$ cat src/rtl/hid_keycode_source_pkg.sv
// Shared types and constants for the HID keycode source.
// Feature macro KEY_TIMEOUT_EN is consumed by hid_keycode_source.
package hid_pkg;

  typedef enum logic [2:0] {
    ST_MOD,
    ST_RSV,
    ST_KEYS,
    ST_COMMIT,
    ST_DRAIN
  } state_t;

  localparam logic [7:0] KC_NONE     = 8'h00;
  localparam logic [7:0] KC_ROLLOVER = 8'h01;

  // Keycodes the motion/camera consumer acts on
  localparam logic [7:0] KC_W     = 8'h1A;
  localparam logic [7:0] KC_S     = 8'h16;
  localparam logic [7:0] KC_A     = 8'h04;
  localparam logic [7:0] KC_D     = 8'h07;
  localparam logic [7:0] KC_Q     = 8'h14;
  localparam logic [7:0] KC_E     = 8'h08;
  localparam logic [7:0] KC_UP    = 8'h52;
  localparam logic [7:0] KC_DOWN  = 8'h51;
  localparam logic [7:0] KC_LEFT  = 8'h50;
  localparam logic [7:0] KC_RIGHT = 8'h4F;
  localparam logic [7:0] KC_Z     = 8'h1D;
  localparam logic [7:0] KC_X     = 8'h1B;

  localparam int NKEYS_DEF = 6;
  localparam int RPT_LEN   = NKEYS_DEF + 2;

  function automatic logic [7:0] sat_inc8(input logic [7:0] v);
    return (v == 8'hFF) ? v : v + 8'd1;
  endfunction

endpackage

$ cat src/rtl/hid_keycode_source_if.sv
// Report byte stream: producer drives data/valid/last, consumer returns ready.
interface hid_keycode_source_if;
  logic [7:0] rpt_data;
  logic       rpt_valid;
  logic       rpt_last;
  logic       rpt_ready;

  modport master (output rpt_data, output rpt_valid, output rpt_last, input rpt_ready);
  modport slave  (input rpt_data, input rpt_valid, input rpt_last, output rpt_ready);
endinterface

$ cat src/rtl/hid_key_select.sv
// Combinational keycode pick over the report slots: ErrorRollOver wins,
// otherwise the lowest-index nonzero slot.
module hid_key_select
  import hid_pkg::*;
#(
  parameter int NKEYS = 6
) (
  input  logic [NKEYS-1:0][7:0] slots,
  output logic [7:0]            key,
  output logic                  roll
);

  logic [NKEYS-1:0] is_roll;
  logic [NKEYS-1:0] is_key;

  for (genvar i = 0; i < NKEYS; i++) begin : g_slot
    assign is_roll[i] = (slots[i] == KC_ROLLOVER);
    assign is_key[i]  = (slots[i] != KC_NONE);
  end

  always_comb begin
    key  = KC_NONE;
    roll = |is_roll;
    // Scan high to low so the lowest nonzero slot is the final assignment
    if (!roll) begin
      for (int i = NKEYS - 1; i >= 0; i--) begin
        if (is_key[i]) key = slots[i];
      end
    end
  end

endmodule

$ cat src/rtl/hid_keycode_source.sv
// Parses HID boot-keyboard reports and presents one keycode, updated only on frame strobes.
// Optional KEY_TIMEOUT_EN: release a stale key after TIMEOUT_FRAMES idle frames.
module hid_keycode_source
  import hid_pkg::*;
#(
  parameter int NKEYS          = 6,
  parameter int TIMEOUT_FRAMES = 30
) (
  input  logic                 Clk,
  input  logic                 Reset,
  input  logic                 frame_clk_rising_edge,
  hid_keycode_source_if.slave  rpt,
  output logic [7:0]           keycode,
  output logic [7:0]           modifier,
  output logic                 rollover_err,
  output logic [7:0]           drop_cnt
);

  localparam int CW = (NKEYS > 1) ? $clog2(NKEYS) : 1;
  localparam logic [CW-1:0] LAST_SLOT = CW'(NKEYS - 1);

  state_t                  state;
  logic                    ready;
  logic [CW-1:0]           cnt;
  logic [7:0]              shadow_mod;
  logic [NKEYS-1:0][7:0]   slots;
  logic [7:0]              pend_key;
  logic [7:0]              pend_mod;
  logic                    pend_roll;
  logic                    pend_vld;
  logic [7:0]              sel_key;
  logic                    sel_roll;
  logic                    accept;

`ifdef KEY_TIMEOUT_EN
  localparam logic [7:0] TO_LIM = 8'(TIMEOUT_FRAMES);
  logic [7:0] fcnt;
`endif

  assign rpt.rpt_ready = ready;
  assign accept        = rpt.rpt_valid && ready;

  hid_key_select #(.NKEYS(NKEYS)) u_sel (
    .slots (slots),
    .key   (sel_key),
    .roll  (sel_roll)
  );

  always_ff @(posedge Clk or posedge Reset) begin
    if (Reset) begin
      state        <= ST_MOD;
      ready        <= 1'b1;
      cnt          <= '0;
      shadow_mod   <= '0;
      slots        <= '0;
      pend_key     <= '0;
      pend_mod     <= '0;
      pend_roll    <= 1'b0;
      pend_vld     <= 1'b0;
      keycode      <= KC_NONE;
      modifier     <= '0;
      rollover_err <= 1'b0;
      drop_cnt     <= '0;
`ifdef KEY_TIMEOUT_EN
      fcnt         <= '0;
`endif
    end else begin
      // Frame apply reads the old pending value; a same-cycle COMMIT below re-arms pending
      if (frame_clk_rising_edge && pend_vld) begin
        keycode      <= pend_key;
        modifier     <= pend_mod;
        rollover_err <= pend_roll;
        pend_vld     <= 1'b0;
      end
`ifdef KEY_TIMEOUT_EN
      if (frame_clk_rising_edge) begin
        if (pend_vld) begin
          fcnt <= '0;
        end else if (fcnt < TO_LIM) begin
          fcnt <= fcnt + 8'd1;
          if (fcnt + 8'd1 == TO_LIM) begin
            keycode      <= KC_NONE;
            rollover_err <= 1'b0;
          end
        end
      end
`endif
      case (state)
        ST_MOD: if (accept) begin
          shadow_mod <= rpt.rpt_data;
          if (rpt.rpt_last) drop_cnt <= sat_inc8(drop_cnt);
          else              state    <= ST_RSV;
        end
        ST_RSV: if (accept) begin
          cnt <= '0;
          if (rpt.rpt_last) begin
            drop_cnt <= sat_inc8(drop_cnt);
            state    <= ST_MOD;
          end else begin
            state <= ST_KEYS;
          end
        end
        ST_KEYS: if (accept) begin
          slots[cnt] <= rpt.rpt_data;
          if (cnt == LAST_SLOT) begin
            if (rpt.rpt_last) begin
              state <= ST_COMMIT;
              ready <= 1'b0;
            end else begin
              drop_cnt <= sat_inc8(drop_cnt);
              state    <= ST_DRAIN;
            end
          end else if (rpt.rpt_last) begin
            drop_cnt <= sat_inc8(drop_cnt);
            state    <= ST_MOD;
          end else begin
            cnt <= cnt + 1'b1;
          end
        end
        ST_DRAIN: if (accept && rpt.rpt_last) state <= ST_MOD;
        ST_COMMIT: begin
          pend_key  <= sel_key;
          pend_mod  <= shadow_mod;
          pend_roll <= sel_roll;
          pend_vld  <= 1'b1;
          state     <= ST_MOD;
          ready     <= 1'b1;
        end
        default: begin
          state <= ST_MOD;
          ready <= 1'b1;
        end
      endcase
    end
  end

endmodule
$ cat src/flat_wrapper.sv
// flat-port wrapper written by rule: the top's interface ports become plain ports
module hid_keycode_source_flat import hid_pkg::*;
#(
  parameter int NKEYS          = 6,
  parameter int TIMEOUT_FRAMES = 30
)
  (Clk, Reset, frame_clk_rising_edge, keycode, modifier, rollover_err, drop_cnt, rpt_rpt_data, rpt_rpt_valid, rpt_rpt_last, rpt_rpt_ready);
  hid_keycode_source_if rpt_i ();
  input  logic Clk;
  input  logic Reset;
  input  logic frame_clk_rising_edge;
  output logic [7:0] keycode;
  output logic [7:0] modifier;
  output logic rollover_err;
  output logic [7:0] drop_cnt;
  input wire logic [$bits(rpt_i.rpt_data)-1:0] rpt_rpt_data;
  input wire logic [$bits(rpt_i.rpt_valid)-1:0] rpt_rpt_valid;
  input wire logic [$bits(rpt_i.rpt_last)-1:0] rpt_rpt_last;
  output wire logic [$bits(rpt_i.rpt_ready)-1:0] rpt_rpt_ready;
  assign rpt_i.rpt_data = rpt_rpt_data;
  assign rpt_i.rpt_valid = rpt_rpt_valid;
  assign rpt_i.rpt_last = rpt_rpt_last;
  assign rpt_rpt_ready = rpt_i.rpt_ready;
  hid_keycode_source #(.NKEYS(NKEYS), .TIMEOUT_FRAMES(TIMEOUT_FRAMES)) u_core (.Clk(Clk), .Reset(Reset), .frame_clk_rising_edge(frame_clk_rising_edge), .rpt(rpt_i), .keycode(keycode), .modifier(modifier), .rollover_err(rollover_err), .drop_cnt(drop_cnt));
endmodule
$ cat config.mk
export PLATFORM = sky130hd
export DESIGN_NAME = hid_keycode_source_flat
export DESIGN_NICKNAME = d
export VERILOG_FILES = /design/src/rtl/hid_keycode_source_pkg.sv /design/src/rtl/hid_keycode_source_if.sv /design/src/rtl/hid_key_select.sv /design/src/rtl/hid_keycode_source.sv /design/src/flat_wrapper.sv
export SDC_FILE = /design/constraint.sdc
export NUM_CORES = 1
export LEC_CHECK = 0
export CELL_PAD_IN_SITES_DETAIL_PLACEMENT = 1
export CELL_PAD_IN_SITES_GLOBAL_PLACEMENT = 2
export CORE_UTILIZATION = 35
export DETAILED_ROUTE_END_ITERATION = 10
export PLACE_DENSITY = 0.72
export SLEW_MARGIN = 20
export SYNTH_ARGS = -nofsm -noshare
export SYNTH_HDL_FRONTEND = slang
export SYNTH_SLANG_ARGS = --single-unit
$ cat constraint.sdc
create_clock -name Clk -period 6.1 [get_ports Clk]
set_input_delay 1.22 -clock Clk [delete_from_list [all_inputs] [get_ports Clk]]
set_output_delay 1.22 -clock Clk [all_outputs]
set_load 0.1 [all_outputs]
==> results.json, run 1 <==
{
  "outcome": "finished, final reports clean",
  "path_max_fanout": 5,
  "initial_core_util": 0.359,
  "layout_min_cycle_time_ns": 3.28,
  "cts_buffers": 9,
  "clk_pin_slew_ns": 0.07,
  "synthTopCellsByCount": "dfrtp_1 (105), mux2_2 (81), nor2_1 (16)",
  "top_usage_layer": "met2",
  "yosysTopAreaCell": "dfrtp_1",
  "clock-sinks": 106,
  "clk_path_buf_depth": 2,
  "die_x_um": 119,
  "diodes": 0,
  "critical_path_depth": 1,
  "synth_top_area_frac": 0.552,
  "wl_um": 10600,
  "crit_type": "register to primary output",
  "cp_num_buf_inv": 1,
  "routabilityCongestion": 0.785,
  "final_cells": 583,
  "relSlewSlack": 0.323,
  "ioPinCount": 39,
  "peakVddDrop_uv": 103,
  "synthFlopType": "dfrtp_1",
  "cts_hold_buf": 0,
  "tightestPinTransition_ns": 1.01,
  "wire_per_inst_um": 18.2,
  "clk_latency_ns": 0.35,
  "yosys-top-cells-area": "dfrtp_1 (55%), mux2_2 (19%), o21bai_1 (1.9%)",
  "rsz0062_at_grt": "no",
  "maxCapViolCount": 0,
  "syn_inst": 363,
  "crit_slowest_cell": "clkdlybuf4s50_1",
  "grt_use_total": 0.165,
  "htreeDepth": 3,
  "post-place-cells": 567,
  "grt_antenna_before_repair": 0,
  "drive_above_1_share": 0.270,
  "clock-root-buffer": "clkbuf_16",
  "synth_edf_count": 0,
  "fillCellCount": 1401,
  "gr-total-overflow": 0,
  "rrSetupSlack_ns": 3.11,
  "tns_ns": 0,
  "synth_area_um2": 4760,
  "die_height_um": 119,
  "io_buffers": 38,
  "dp_hpwl_um": 7580,
  "arrival_ns": 2.06,
  "drc_errors": 0,
  "syn_nets": 379,
  "use_met1": 0.234,
  "synthToLayoutAreaGrowth_pct": 18.6,
  "antenna_left": 0,
  "vias_per_cell": 5.39,
  "p_per_area_nw_per_um2": 243,
  "p_leak_uw": 0.00269,
  "rows": 42,
  "final-max-slew-violation-count": 0,
  "grt_use_met2": 0.254,
  "cpPeakStageDelay_ns": 1.14,
  "fin_worst_skew_ns": 0.00479,
  "required_ns": 4.88,
  "yosysMostFrequentCell": "dfrtp_1",
  "cts_resized": 0,
  "synth-seq-cells": 106,
  "synth_area_per_cell_um2": 13.1,
  "critPathLaunchType": "register",
  "routed-via-count": 3140,
  "fmax_ghz": 0.305,
  "drt_pass1_iterations": 4,
  "r2r_cells": 5,
  "dr.first_iter.drc_count": 147,
  "yosysSeqAreaShare": 0.558,
  "final_nets": 418,
  "use_met3": 0.0251,
  "synth_cell_types": 52,
  "grt_pass1_vias": 3225,
  "yosysWarnings": 0,
  "hold_path_depth": 2,
  "core_um2": 13200,
  "crit_family": "buffers and inverters",
  "period_share": 0.538,
  "async_flop_share": 1.00,
  "setup_viol": 0,
  "cts_tree": "yes",
  "crit_path_end_kind": "primary output",
  "grt_max_degree": 56,
  "grt_pass1_wl_um": 17900,
  "cts_setup_buffers": 0,
  "finalHoldViolations": 0,
  "path_cells": "clkdlybuf4s50_1",
  "dieArea_um2": 14100,
  "hold_path_class": "register to register"
}
[logic make-up after synthesis]
group | after synthesis | share of synthesized area
DFF | 106 | 0.558
buffers and inverters | 17 | 0.0155
adders and majority gates | 4 | 0.00999
and+or+nand+nor | 84 | 0.111
xor gates and xnor gates | 4 | 0.00736
muxes | 82 | 0.194
AOI/OAI and AO/OA | 66 | 0.104
[where the power goes]
part / internal, uW / switching [uW]
Sequential: 702 / 0.0000000000000145
Clock: 373 / 265
Combinational: 8.33 / 22.5
[routing by layer]
layer | part of all wire | vias to the layer above
li1 | - | 1452
met4 | 0.016 | 0
met3 | 0.024 | 12
met1 | 0.50 | 1634
met2 | 0.46 | 42
met5 | 0 | -
[flip-flops by register name (all words and copies together), names as in the netlist]
register and flops:
u_core.cnt 3, u_core.drop_cnt 8, u_core.keycode 8, u_core.modifier 8
u_core.pend_key 8, u_core.pend_mod 8, u_core.pend_roll 1, u_core.pend_vld 1
u_core.rollover_err 1, u_core.rpt.rpt_ready 1, u_core.shadow_mod 8, u_core.slots 48
u_core.state 3
[metrics by stage]
step            util  setup slack [ns]  cell area [um2]  power [uW]  hold WS, ns
6_report       0.426              2.82             5650        1370        0.484
5_1_grt        0.426              2.72             5650        1420        0.517
4_1_cts        0.426              2.80             5650        1400        0.498
3_5_place_dp   0.402              2.49             5320         748        0.481
3_3_place_gp   0.402              2.56             5320         748        0.467
2_1_floorplan      -              2.09             4760         727        0.462
[placed cells by master, fill, tap and decap left out, types with 2 or more instances in the layout]
master	n
dfrtp_1	105
mux2_2	81
clkdlybuf4s50_1	38
nor2_1	16
nand2_1	14
o21bai_1	12
o21ai_0	11
nor4_1	9
clkbuf_16	9
a21oi_1	8
a32o_1	8
nor3_1	7
nand3_1	7
a31oi_1	7
a2111o_1	6
inv_1	5
nand3b_1	4
xor2_1	4
nor2b_1	3
or4_1	3
nand4b_1	3
ha_1	3
or3_1	2
o22a_1	2
nor4b_1	2
nor4_2	2
nand2b_1	2
nor4_4	2
o31ai_1	2
clkinv_2	2
bufinv_16	2
[layout make-up]
class / count / area (um2) / area share
clock buffers: 10 / 239 / 0.0423
clock inverters: 6 / 88.8 / 0.0157
inverters: 6 / 25.0 / 0.00443
multi-input cells: 240 / 2030 / 0.360
flip-flops and latches: 106 / 2650 / 0.470
well taps: 176 / 220 / 0.0390
repair buffers: 39 / 388 / 0.0687
[path summary, 6_finish.rpt]
| path | startpoint | endpoint |
|---|---|---|
| setup / recovery | u_core.rpt.rpt_ready | rpt_rpt_ready |
| hold / removal | u_core.rollover_err | u_core.rollover_err |
| setup reg to reg | u_core.state[2] | u_core.pend_key[0] |
| hold reg to reg | u_core.rollover_err | u_core.rollover_err |
| max in group asynchronous | Reset | u_core.slots[6] |
| min in group asynchronous | Reset | u_core.modifier[3] |
Power figures use the tool's default switching activity.
==> run 2: changes to the inputs <==
- PLACE_DENSITY: 0.72 -> 0.75
- clock period: 6.1 -> 2.94 ns (I/O delays scaled with it)
==> run 2 against run 1 <==
  * First-iteration DRC count is 37% lower
  * Sequential power is 110% higher
  * Wire length is 1.3% higher
  * Utilization is 0.19 points higher
  * Hold slack better by 0.0057 ns
  * Sequential cell count stayed put
  * Highest routed layer unchanged
==> results.json, run 2 (same netlist as run 1, synthesis figures left out) <==
{
  "outcome": "finished, final reports clean",
  "layout_commonest_cell": "dfrtp_1",
  "arrival_ns": 2.62,
  "dieArea_um2": 14100,
  "ioPinCount": 39,
  "cts_setup_buffers": 0,
  "min_to": "u_core.pend_key[5]",
  "die_height_um": 119,
  "rrSetupSlack_ns": 0.55,
  "dr.first_iter.drc_count": 93,
  "final_nets": 428,
  "rsz0062_at_grt": "no",
  "core_um2": 13200,
  "layout_min_cycle_time_ns": 2.39,
  "period_share": 0.812,
  "setup_slack_ns": 0.553,
  "cts_hold_buf": 0,
  "largest_reg_flops": 48,
  "clk_path_buf_depth": 2,
  "routed-via-count": 3158,
  "clk_pin_slew_ns": 0.07,
  "dp_hpwl_um": 7720,
  "io_buffers": 38,
  "wire_per_inst_um": 18.1,
  "cp_num_buf_inv": 1,
  "fin_hold_ws_ns": 0.490,
  "wl_um": 10800,
  "r2r_cells": 7,
  "crit_type": "register to register",
  "maxCapViolCount": 0,
  "htreeDepth": 3,
  "p_leak_uw": 0.00279,
  "drive_above_1_share": 0.350,
  "path_cells": "inv_1, ha_1, a21bo_2, a21oi_1, o21ai_1, nor4_1, mux2_2",
  "grt_pass1_wl_um": 18300,
  "critPathLaunchType": "register",
  "r2r-start": "u_core.cnt[1]",
  "final-max-slew-violation-count": 0,
  "synthToLayoutAreaGrowth_pct": 19.2,
  "setup_viol": 0,
  "relSlewSlack": 0.448,
  "clk_latency_ns": 0.35,
  "hold_path_class": "register to register",
  "required_ns": 3.17,
  "crit_path_end_kind": "register",
  "path_max_fanout": 8,
  "finalHoldViolations": 0,
  "grt_antenna_before_repair": 0,
  "clock-root-buffer": "clkbuf_16",
  "routabilityCongestion": 0.848,
  "rows": 42,
  "hold_path_depth": 1,
  "fin_worst_skew_ns": 0.00347,
  "cts_buffers": 9,
  "drc_errors": 0,
  "diodes": 0,
  "clock-sinks": 106,
  "min-delay-start": "u_core.pend_key[5]",
  "vias_per_cell": 5.33,
  "grt_max_degree": 64,
  "p_per_area_nw_per_um2": 495,
  "fmax_ghz": 0.419,
  "crit_slowest_cell": "dfrtp_1",
  "regMostFlops": "u_core.slots",
  "place_ws_ns": 0.280,
  "tightestPinTransition_ns": 0.828,
  "drt_pass1_iterations": 4,
  "cts_resized": 0,
  "gr-total-overflow": 0,
  "die_x_um": 119,
  "grt_use_total": 0.171,
  "cpPeakStageDelay_ns": 0.54,
  "antenna_left": 0,
  "tns_ns": 0,
  "cts_tree": "yes",
  "crit_family": "compound AO/OA/AOI/OAI gates",
  "initial_core_util": 0.359,
  "peakVddDrop_uv": 237,
  "grt_pass1_vias": 3337,
  "mostFrequentLayoutCells": "dfrtp_1 (105), mux2_2 (81), buf_4 (35)",
  "r2r-end": "u_core.drop_cnt[7]"
}
## run 2: cell count changes in the layout (fill, tap and decap cells not counted), sizes merged
| cell | delta |
|---|---|
| buf | +36 |
| clkbuf | -1 |
| clkdlybuf4s50 | -26 |
| clkinv | +1 |
| clkinvlp | +1 |
| inv | -1 |
## run 2: power breakdown
| group | leakage, uW | internal, uW | switching [uW] |
|---|---|---|---|
| Combinational | 0.00118 | 21.9 | 49.5 |
| Clock | 0.000156 | 744 | 533 |
| Sequential | 0.00146 | 1460 | 0.0000000000000312 |
## run 2: cell type report
type | count | area (um2)
clock buffers | 9 | 225
clock inverters | 7 | 91.3
fillers | 1408 | 7570
inverters | 6 | 26.3
multi-input cells | 240 | 2030
flip-flops and latches | 106 | 2650
well taps | 176 | 220
repair buffers | 49 | 423
## run 2: worst max path at each step
stage                                    start                  to  slack, ns  cells after the start
after floorplan           u_core.rpt.rpt_ready    u_core.slots[33]       0.31                      5
after CTS                        u_core.cnt[1]  u_core.drop_cnt[7]       0.55                      7
final                            u_core.cnt[1]  u_core.drop_cnt[7]       0.55                      7
after global placement           rpt_rpt_valid    u_core.slots[39]       0.34                      6
after global routing             u_core.cnt[1]  u_core.drop_cnt[7]       0.37                      7
after detailed placement         rpt_rpt_valid    u_core.slots[34]       0.28                      6
## run 2: worst register-to-register path, cell delays in order (launching register included)
cell and delay, ns:
dfrtp_1 0.54, inv_1 0.20, ha_1 0.28, a21bo_2 0.23, a21oi_1 0.13, o21ai_1 0.19
nor4_1 0.34, mux2_2 0.37
## run 2: metrics by stage
stage	std cells	area, um2	util	power [uW]
4_1_cts	593	5670	0.428	2850
3_5_place_dp	577	5360	0.404	1560
2_1_floorplan	363	4760	-	1510
6_report	593	5670	0.428	2810
3_3_place_gp	577	5360	0.404	1560
5_1_grt	593	5670	0.428	2920
## run 2: metal layers
metal,global-route usage,routed length [um],up-vias
li1,-,-,1477
met1,0.228,5060,1622
met2,0.274,5220,50
met3,0.0275,289,9
met4,0.0736,187,0
met5,0,0,-
==> run 3: changes to the inputs <==
- PLACE_DENSITY: 0.75 -> 0.72
- clock period: 2.94 -> 2.5 ns (I/O delays scaled with it)
==> run 3 against run 2 <==
  * Critical path depth fell by 2
  * Global-route usage rose by 0.79 points
  * Sequential power rose by 17%
  * Hold slack improved by 0.0098 ns
  * Wire length rose by 6.4%
  * Utilization rose by 0.85 points
  * Largest cell class unchanged
  * Highest routed layer unchanged
==> results.json, run 3 (same netlist as run 1, synthesis figures left out) <==
{
  "rsz0062_at_grt": "no",
  "finalHoldViolations": 0,
  "fin_worst_skew_ns": 0.00706,
  "stdcell_area_um2": 5780,
  "io_buffers": 38,
  "fmax_ghz": 0.464,
  "post-route-util": 0.437,
  "grt_pass1_wl_um": 19500,
  "p_leak_uw": 0.00287,
  "final_nets": 444,
  "cts_resized": 0,
  "tightestPinTransition_ns": 0.802,
  "htreeDepth": 3,
  "routabilityCongestion": 0.817,
  "drt_pass1_iterations": 4,
  "outcome": "finished, final reports clean",
  "clock-sinks": 106,
  "diodes": 0,
  "crit_slowest_cell": "nor4b_1",
  "layout_commonest_cell": "dfrtp_1",
  "hold_path_class": "register to register",
  "grt_use_total": 0.179,
  "cpPeakStageDelay_ns": 0.60,
  "maxCapViolCount": 0,
  "drc_errors": 0,
  "grt_pass1_vias": 3433,
  "antenna_left": 0,
  "peakVddDrop_uv": 282,
  "dp_hpwl_um": 8330,
  "cpMostUsedCell": "o21ai_0",
  "final-max-slew-violation-count": 0,
  "dr.first_iter.drc_count": 116,
  "path_max_fanout": 3,
  "path_cells": "nor4_1, nor4b_1, o21ai_0, o21ai_0, a32o_1",
  "layout_min_cycle_time_ns": 2.16,
  "critPathLaunchType": "register",
  "crit_path_end_kind": "register",
  "drive_above_1_share": 0.372,
  "tns_ns": 0,
  "clock-root-buffer": "clkbuf_16",
  "initial_core_util": 0.359,
  "vias_per_cell": 5.30,
  "die_height_um": 119,
  "dieArea_um2": 14100,
  "required_ns": 2.78,
  "grt_max_degree": 49,
  "p_per_area_nw_per_um2": 561,
  "largest_reg_flops": 48,
  "cp_num_buf_inv": 0,
  "core_um2": 13200,
  "wl_um": 11400,
  "regMostFlops": "u_core.slots",
  "relSlewSlack": 0.465,
  "fillCellCount": 1443,
  "mostFrequentLayoutCells": "dfrtp_1 (105), mux2_2 (81), buf_4 (51)",
  "die_x_um": 119,
  "period_share": 0.862,
  "grt_antenna_before_repair": 0,
  "ioPinCount": 39,
  "clk_path_buf_depth": 2,
  "placed_cell_area_um2": 5480,
  "clk_pin_slew_ns": 0.07,
  "arrival_ns": 2.43,
  "wire_per_inst_um": 18.8,
  "crit_family": "simple AND/OR/NAND/NOR gates",
  "cts_buffers": 9,
  "cts_hold_buf": 0,
  "clk_latency_ns": 0.34,
  "cts_setup_buffers": 0,
  "setup_viol": 0,
  "synthToLayoutAreaGrowth_pct": 21.5,
  "crit_type": "register to register",
  "rows": 42,
  "cts_tree": "yes",
  "routed-via-count": 3225,
  "gr-total-overflow": 0
}
## run 3: cell types whose count changed in the layout (fill, tap and decap cells not counted)
cell	change
buf_4	+16
clkbuf_8	+2
bufinv_16	-1
clkbuf_1	+1
clkinv_2	-1
clkinvlp_4	-1
dfstp_2	-1
dfstp_4	+1
## run 3: worst paths after layout
| path | slack (ns) | to | startpoint | cells past startpoint |
|---|---|---|---|---|
| worst max-delay path | 0.34 | u_core.pend_key[0] | u_core.slots[28] | 5 |
| min in group asynchronous | 0.58 | u_core.modifier[3] | Reset | 2 |
| worst max register to register | 0.34 | u_core.pend_key[0] | u_core.slots[28] | 5 |
| worst min register to register | 0.50 | u_core.pend_key[6] | u_core.pend_key[6] | 1 |
| worst min-delay path | 0.50 | u_core.pend_key[6] | u_core.pend_key[6] | 1 |
| max in group asynchronous | 1.29 | u_core.slots[20] | Reset | 3 |
## run 3: through the flow
stage	total power (uW)	worst slack (ns)	std cells	hold WS, ns
finish	3250	0.345	609	0.500
global route	3370	0.211	609	0.532
CTS	3300	0.370	609	0.503
detailed placement	1840	0.0202	593	0.487
global placement	1840	0.0538	593	0.469
floorplan	1780	0.0220	363	0.462
## run 3: layout make-up
cell class                 count  area, um2  area share
multi-input combinational    240       2030       0.351
timing repair buffer          65        543      0.0939
clock buffer                  12        256      0.0443
sequential                   106       2660       0.459
inverter                       6       26.3     0.00454
tap                          176        220      0.0381
clock inverter                 4       48.8     0.00844
## run 3: metal layers
layer / global-route usage / up-vias / wire length [um]
met3: 0.0343 / 10 / 294
met2: 0.281 / 42 / 5420
li1: - / 1502 / -
met1: 0.249 / 1671 / 5610
met5: 0 / - / 0
met4: 0.0530 / 0 / 121
## run 3: power breakdown
part / internal, uW / switching, uW / total (uW)
Sequential: 1710 / 0.0000000000000416 / 1710
Clock: 832 / 613 / 1450
Combinational: 27.6 / 60.8 / 88.4
## run 3: worst reg2reg max path, stage by stage (launching register included)
cell     delay [ns]
dfrtp_1        0.40
nor4_1         0.42
nor4b_1        0.60
o21ai_0        0.15
o21ai_0        0.30
a32o_1         0.21
